[config.mk]
export PLATFORM = sky130hd
export DESIGN_NAME = sum_accumulator_flat
export DESIGN_NICKNAME = d
export VERILOG_FILES = /design/src/rtl/sum_accumulator_if.sv /design/src/rtl/sum_accumulator.sv /design/src/flat_wrapper.sv
export SDC_FILE = /design/constraint.sdc
export NUM_CORES = 1
export LEC_CHECK = 0
export BUFFER_PORTS_ARGS = -buffer_cell sky130_fd_sc_hd__buf_2
export CAP_MARGIN = 20
export CORE_ASPECT_RATIO = 1.2
export CORE_UTILIZATION = 29
export CTS_BUF_LIST = sky130_fd_sc_hd__clkbuf_16
export DETAILED_ROUTE_END_ITERATION = 10
export PLACE_DENSITY = 0.53
export SLEW_MARGIN = 10
export SYNTH_ARGS = -nofsm -noshare
export SYNTH_HDL_FRONTEND = slang
export SYNTH_SLANG_ARGS = --single-unit
[constraint.sdc]
create_clock -name clk -period 2.5 [get_ports clk]
set_input_delay 0.375 -clock clk [delete_from_list [all_inputs] [get_ports clk]]
set_output_delay 0.375 -clock clk [all_outputs]
set_load 0.02 [all_outputs]
[src/rtl/sum_accumulator_if.sv]
// Operand/result stream bundle for sum_accumulator: burst request, operand
// valid/ready channel and result valid/ready channel.
interface sum_accumulator_if #(
    parameter int unsigned WIDTH = 32,
    parameter int unsigned CNT_W = 8
);
    logic             start;
    logic [CNT_W-1:0] len;
    logic             in_valid;
    logic [WIDTH-1:0] in_data;
    logic             in_ready;
    logic             out_valid;
    logic             out_ready;
    logic [WIDTH-1:0] out_sum;
    logic             out_cout;
    logic             out_of;
    logic             busy;

    modport master (
        output start, len, in_valid, in_data, out_ready,
        input  in_ready, out_valid, out_sum, out_cout, out_of, busy
    );

    modport slave (
        input  start, len, in_valid, in_data, out_ready,
        output in_ready, out_valid, out_sum, out_cout, out_of, busy
    );
endinterface

[src/rtl/sum_accumulator.sv]
// Streaming signed accumulator: sums a burst of len operands, tracking last carry-out
// and sticky signed overflow. Define SUM_ACC_SATURATE_EN to clamp on overflow instead of wrapping.
module sum_accumulator #(
    parameter int unsigned WIDTH = 32,
    parameter int unsigned CNT_W = 8
) (
    input  logic              clk,
    input  logic              rst_n,
    sum_accumulator_if.slave  bus
);

    typedef enum logic [1:0] {
        S_IDLE  = 2'd0,
        S_ACCUM = 2'd1,
        S_DONE  = 2'd2
    } state_e;

    state_e           state_q, state_d;
    logic [WIDTH-1:0] acc_q, acc_d;
    logic [CNT_W-1:0] cnt_q, cnt_d;
    logic             cout_q, cout_d;
    logic             of_q, of_d;
    logic             in_ready_q;
    logic             out_valid_q;
    logic             busy_q;

    logic [WIDTH:0]   sum_c;
    logic             ov_c;
    logic             accept_c;
    logic             out_hs_c;

    // Unsigned WIDTH+1 add gives the carry; overflow from operand/result sign bits.
    always_comb begin
        sum_c    = {1'b0, acc_q} + {1'b0, bus.in_data};
        ov_c     = (acc_q[WIDTH-1] == bus.in_data[WIDTH-1]) &&
                   (sum_c[WIDTH-1] != acc_q[WIDTH-1]);
        accept_c = in_ready_q & bus.in_valid;
        out_hs_c = out_valid_q & bus.out_ready;
    end

    always_comb begin
        state_d = state_q;
        acc_d   = acc_q;
        cnt_d   = cnt_q;
        cout_d  = cout_q;
        of_d    = of_q;

        case (state_q)
            S_IDLE: begin
                if (bus.start) begin
                    acc_d   = '0;
                    cout_d  = 1'b0;
                    of_d    = 1'b0;
                    cnt_d   = bus.len;
                    state_d = (bus.len == '0) ? S_DONE : S_ACCUM;
                end
            end
            S_ACCUM: begin
                if (accept_c) begin
                    cout_d = sum_c[WIDTH];
                    of_d   = of_q | ov_c;
                    acc_d  = sum_c[WIDTH-1:0];
`ifdef SUM_ACC_SATURATE_EN
                    // On overflow both operands share a sign; clamp toward it.
                    if (ov_c) begin
                        acc_d = bus.in_data[WIDTH-1] ? {1'b1, {(WIDTH-1){1'b0}}}
                                                     : {1'b0, {(WIDTH-1){1'b1}}};
                    end
`endif
                    cnt_d = cnt_q - CNT_W'(1);
                    if (cnt_q == CNT_W'(1)) begin
                        state_d = S_DONE;
                    end
                end
            end
            S_DONE: begin
                if (out_hs_c) begin
                    state_d = S_IDLE;
                end
            end
            default: state_d = S_IDLE;
        endcase
    end

    // Handshake flags are registered from the next state so they track state exactly.
    always_ff @(posedge clk or negedge rst_n) begin
        if (!rst_n) begin
            state_q     <= S_IDLE;
            acc_q       <= '0;
            cnt_q       <= '0;
            cout_q      <= 1'b0;
            of_q        <= 1'b0;
            in_ready_q  <= 1'b0;
            out_valid_q <= 1'b0;
            busy_q      <= 1'b0;
        end else begin
            state_q     <= state_d;
            acc_q       <= acc_d;
            cnt_q       <= cnt_d;
            cout_q      <= cout_d;
            of_q        <= of_d;
            in_ready_q  <= (state_d == S_ACCUM);
            out_valid_q <= (state_d == S_DONE);
            busy_q      <= (state_d != S_IDLE);
        end
    end

    assign bus.in_ready  = in_ready_q;
    assign bus.out_valid = out_valid_q;
    assign bus.out_sum   = acc_q;
    assign bus.out_cout  = cout_q;
    assign bus.out_of    = of_q;
    assign bus.busy      = busy_q;

endmodule
[src/flat_wrapper.sv]
// flat-port wrapper written by rule: the top's interface ports become plain ports
module sum_accumulator_flat 
#(
    parameter int unsigned WIDTH = 32,
    parameter int unsigned CNT_W = 8
)
  (clk, rst_n, bus_start, bus_len, bus_in_valid, bus_in_data, bus_out_ready, bus_in_ready, bus_out_valid, bus_out_sum, bus_out_cout, bus_out_of, bus_busy);
  sum_accumulator_if #(.WIDTH(WIDTH), .CNT_W(CNT_W)) bus_i ();
  input  logic clk;
  input  logic rst_n;
  input wire logic [$bits(bus_i.start)-1:0] bus_start;
  input wire logic [$bits(bus_i.len)-1:0] bus_len;
  input wire logic [$bits(bus_i.in_valid)-1:0] bus_in_valid;
  input wire logic [$bits(bus_i.in_data)-1:0] bus_in_data;
  input wire logic [$bits(bus_i.out_ready)-1:0] bus_out_ready;
  output wire logic [$bits(bus_i.in_ready)-1:0] bus_in_ready;
  output wire logic [$bits(bus_i.out_valid)-1:0] bus_out_valid;
  output wire logic [$bits(bus_i.out_sum)-1:0] bus_out_sum;
  output wire logic [$bits(bus_i.out_cout)-1:0] bus_out_cout;
  output wire logic [$bits(bus_i.out_of)-1:0] bus_out_of;
  output wire logic [$bits(bus_i.busy)-1:0] bus_busy;
  assign bus_i.start = bus_start;
  assign bus_i.len = bus_len;
  assign bus_i.in_valid = bus_in_valid;
  assign bus_i.in_data = bus_in_data;
  assign bus_i.out_ready = bus_out_ready;
  assign bus_in_ready = bus_i.in_ready;
  assign bus_out_valid = bus_i.out_valid;
  assign bus_out_sum = bus_i.out_sum;
  assign bus_out_cout = bus_i.out_cout;
  assign bus_out_of = bus_i.out_of;
  assign bus_busy = bus_i.busy;
  sum_accumulator #(.WIDTH(WIDTH), .CNT_W(CNT_W)) u_core (.clk(clk), .rst_n(rst_n), .bus(bus_i));
endmodule
==> results_dict.tcl <==
set metrics [dict create \
    result_of_the_run "finished, violations left" \
    failed_checks "negative setup slack" \
    number_of_flops_mapped_to_enable_cells_by_yosys 0 \
    critical_path.max_stage_delay_ps 430 \
    finalNetCount 671 \
    layout_commonest_cell "sky130_fd_sc_hd__buf_2" \
    core_region_area_mm2 0.0122 \
    synth_area_leader_cell "sky130_fd_sc_hd__dfrtp_1" \
    synthesis.area_mm2 0.00368 \
    regToRegStartpoint "u_core.bus.out_sum[0]" \
    diodes 0 \
    setup.reg_to_reg.worst_slack_ps -110 \
    hold_viol 0 \
    mappedNetlistNets 529 \
    synth_area_per_cell_um2 8.20 \
    synth-main-ff-cell "sky130_fd_sc_hd__dfrtp_1" \
    cts.hold.buffers_added 0 \
    clkLatencyLatePin_ps 290 \
    clk_root_buffer_cell "sky130_fd_sc_hd__clkbuf_16" \
    r2r.worst_path.cells 10 \
    final-max-slew-violation-count 0 \
    initial_core_utilization_pct 30.1 \
    io_pins 82 \
    finClkSkew_ps 5.22 \
    cts-buffers-inserted 5 \
    first_pass_grt_wire_length_um 18300 \
    critical_path_cell_sequence "ha_4 -> fa_2 -> a21o_1 -> a31oi_4 -> a21oi_2 -> a21bo_1 -> a221oi_4 -> o21ai_2 -> mux2i_1 -> a221o_1" \
    critical_path_class "reg -> reg" \
    finalSetupTns_ps -265 \
    globalRouteOverflowTotal 0 \
    most-common-layout-cells "sky130_fd_sc_hd__buf_2, sky130_fd_sc_hd__buf_4, sky130_fd_sc_hd__nand2_1, sky130_fd_sc_hd__dfrtp_1, sky130_fd_sc_hd__o21ai_0" \
    critical_path_peak_fanout 4 \
    worstSetupStartpointType "register" \
    share_clk_of_total_power_pct 9.3 \
    yosysTopAreaCellShare_pct 32.0 \
    row_count 44 \
    vias 3799 \
    yosysWarningCount 0 \
    avgViaCountPerCell 5.05 \
    initial_antenna_violation_count 1 \
    place.port_buffers 81 \
    yosysSeqAreaShare_pct 32.0 \
    clock.fmax_mhz 383 \
    timing.critical_path.arrival_ps 2790 \
    max_cap_viol_count 0 \
    p_per_area_mw_per_mm2 1410 \
    drive_gt1_share_pct 34.0 \
    internal_power_mw 3.80 \
    grt_setup_unrepaired "true" \
    cts_max_level 2 \
    power.share.switching_pct 47.7 \
    total_switching_power_mw 3.46 \
    ys_types 52 \
    total_power_mw 7.27 \
    rr_endpoint "u_core.bus.out_sum[30]" \
    dr_wl_met2_um 5750 \
    clock-sinks 47 \
    floorplan_die_area_mm2 0.0131 \
    worst-slew-pin-transition_ps 729 \
    drcViolationCount 0 \
    power.ir.vdd_worst_uv 402 \
    clock_tree.buffer_depth 2 \
    synth_top_cells_by_area "sky130_fd_sc_hd__dfrtp_1, sky130_fd_sc_hd__ha_1, sky130_fd_sc_hd__nand2_1" \
    crit_required_ps 2680 \
    final_period_minus_worst_setup_slack_ps 2610 \
    grt.total_usage_pct 17.1 \
    yosys_register_bits 47 \
    syn2layout_area_growth_pct 40.4 \
    relSlewSlack_pct 51.3 \
    dpl_worst_slack_ps -244 \
    p_comb_share_pct 70.9 \
    drt_iter0_markers 159 \
    path_clk_slew_ps 70 \
    antenna_violating_nets_post_route 0 \
    place_congestion 0.832 \
    post_synth_inst_count 449 \
    hpwlAfterDp_um 8700 \
    power.leakage_nw 2.44 \
    critical_path.endpoint_type "register" \
    setup_slack_ps -114 \
    register_share_of_total_power_pct 19.8 \
    tritoncts_clock_tree "built" \
    die_w_um 105 \
    first_global_vias 3935 \
    crit_slowest_cell "sky130_fd_sc_hd__dfrtp_2" \
    setup_violations 5 \
    dr_wl_met3_um 567 \
    layout_worst_path_cycle_share_pct 105 \
    grt_start_max_net_pins 30 \
    drt-pass1-iter-count 4 \
    routed_wirelength_um 11200 \
    postSynth.asyncResetShare_pct 100 \
    drt-met1-wl_um 4700 \
    wire_per_inst_um 14.9 \
    min_path_type "in -> async" \
    top_layer_in_use "met5" \
    die_y_um 125 \
]
==> stage by stage <==
| step | area, um2 | instances | hold WS (ps) | util [%] |
|---|---|---|---|---|
| after CTS | 5010 | 751 | 157 | 41.0 |
| after floorplan | 3730 | 449 | 79.4 | - |
| after global routing | 5160 | 753 | 188 | 42.3 |
| after global placement | 4780 | 738 | 463 | 39.1 |
| final | 5160 | 753 | 126 | 42.3 |
| after detailed placement | 4780 | 738 | 477 | 39.1 |
==> per-layer routing <==
metal | up-vias | track usage (%)
met1 | 1778 | 19.9
li1 | 1913 | -
met2 | 92 | 31.1
met3 | 14 | 3.60
met5 | - | 0
met4 | 2 | 5.72
==> critical path, delay by kind of cell (launching register included) <==
kind | cells | cell delay (ps)
DFF | 1 | 430
muxes | 1 | 130
AOI/OAI and AO/OA | 7 | 1420
adders and majority gates | 2 | 500
==> cell type report <==
| cell class | count | area, um2 |
|---|---|---|
| multi-input combinational | 372 | 2640 |
| tap | 161 | 201 |
| fill | 1255 | 7060 |
| inverter | 9 | 33.8 |
| clock buffer | 5 | 125 |
| clock inverter | 3 | 15.0 |
| timing repair buffer | 156 | 972 |
| sequential | 47 | 1180 |
==> registers in the layout, indices dropped and copies added (netlist names) <==
signal,count
u_core.bus.out_cout,1
u_core.cnt_q,8
u_core.bus.out_valid,1
u_core.bus.out_sum,32
u_core.bus.in_ready,1
u_core.state_q,2
u_core.bus.busy,1
u_core.bus.out_of,1
==> worst max-delay path by stage <==
stage | endpoint | from | cells past startpoint
CTS | u_core.bus.out_sum[30] | u_core.bus.out_sum[0] | 10
global route | u_core.bus.out_sum[30] | u_core.bus.out_sum[0] | 10
global placement | u_core.bus.out_cout | bus_in_data[7] | 10
finish | u_core.bus.out_sum[30] | u_core.bus.out_sum[0] | 10
floorplan | u_core.bus.out_sum[30] | u_core.bus.out_sum[0] | 10
detailed placement | u_core.bus.out_cout | bus_in_data[7] | 10
==> synth_stat cells, types with 2 or more instances <==
master                     instances
sky130_fd_sc_hd__a21o_1           16
sky130_fd_sc_hd__a21oi_1          41
sky130_fd_sc_hd__a221o_1           2
sky130_fd_sc_hd__a22o_1            2
sky130_fd_sc_hd__a22oi_1           3
sky130_fd_sc_hd__a31oi_1           6
sky130_fd_sc_hd__and2_1            3
sky130_fd_sc_hd__and3_1            6
sky130_fd_sc_hd__clkbuf_1         20
sky130_fd_sc_hd__dfrtp_1          47
sky130_fd_sc_hd__ha_1             34
sky130_fd_sc_hd__inv_1             9
sky130_fd_sc_hd__nand2_1          66
sky130_fd_sc_hd__nand2b_1          3
sky130_fd_sc_hd__nand3_1          14
sky130_fd_sc_hd__nand4_1           7
sky130_fd_sc_hd__nor2_1           27
sky130_fd_sc_hd__nor2b_1           4
sky130_fd_sc_hd__nor3_1            9
sky130_fd_sc_hd__nor4_1            3
sky130_fd_sc_hd__o211ai_1          2
sky130_fd_sc_hd__o21a_1            5
sky130_fd_sc_hd__o21ai_0          43
sky130_fd_sc_hd__o21ai_1          11
sky130_fd_sc_hd__o21bai_1          6
sky130_fd_sc_hd__o22ai_1           3
sky130_fd_sc_hd__o31ai_1           5
sky130_fd_sc_hd__o31ai_4           2
sky130_fd_sc_hd__or3_1             2
sky130_fd_sc_hd__xnor2_1          16
sky130_fd_sc_hd__xor2_1           11
==> repair_timing <==
action	4_1_cts	5_1_grt
buffers inserted	5	2
resized for setup	7	22
setup endpoints to repair	12	12
pin swaps	13	12
hold endpoints to repair	0	0
==> power by group through the flow <==
stage	clock [mW]	combinational, mW	sequential [mW]
after detailed placement	0	4.82	1.43
after floorplan	0	2.78	1.72
after CTS	0.700	4.99	1.42
after global routing	0.733	5.69	1.49
after global placement	0	4.78	1.42
final	0.674	5.15	1.44
==> cells by family (layout without fill, tap and decap cells) <==
logic type / after synthesis / count (layout) / synth area share (%)
AO/OA/AOI/OAI: 161 / 161 / 27.9
XOR/XNOR: 27 / 27 / 6.43
adder cells (fa/ha/maj): 35 / 35 / 12.1
buffers and inverters: 30 / 173 / 3.09
flip-flops: 47 / 47 / 32.0
multiplexers: 1 / 1 / 0.272
AND/OR/NAND/NOR: 148 / 148 / 18.3
Power figures use the tool's default switching activity.
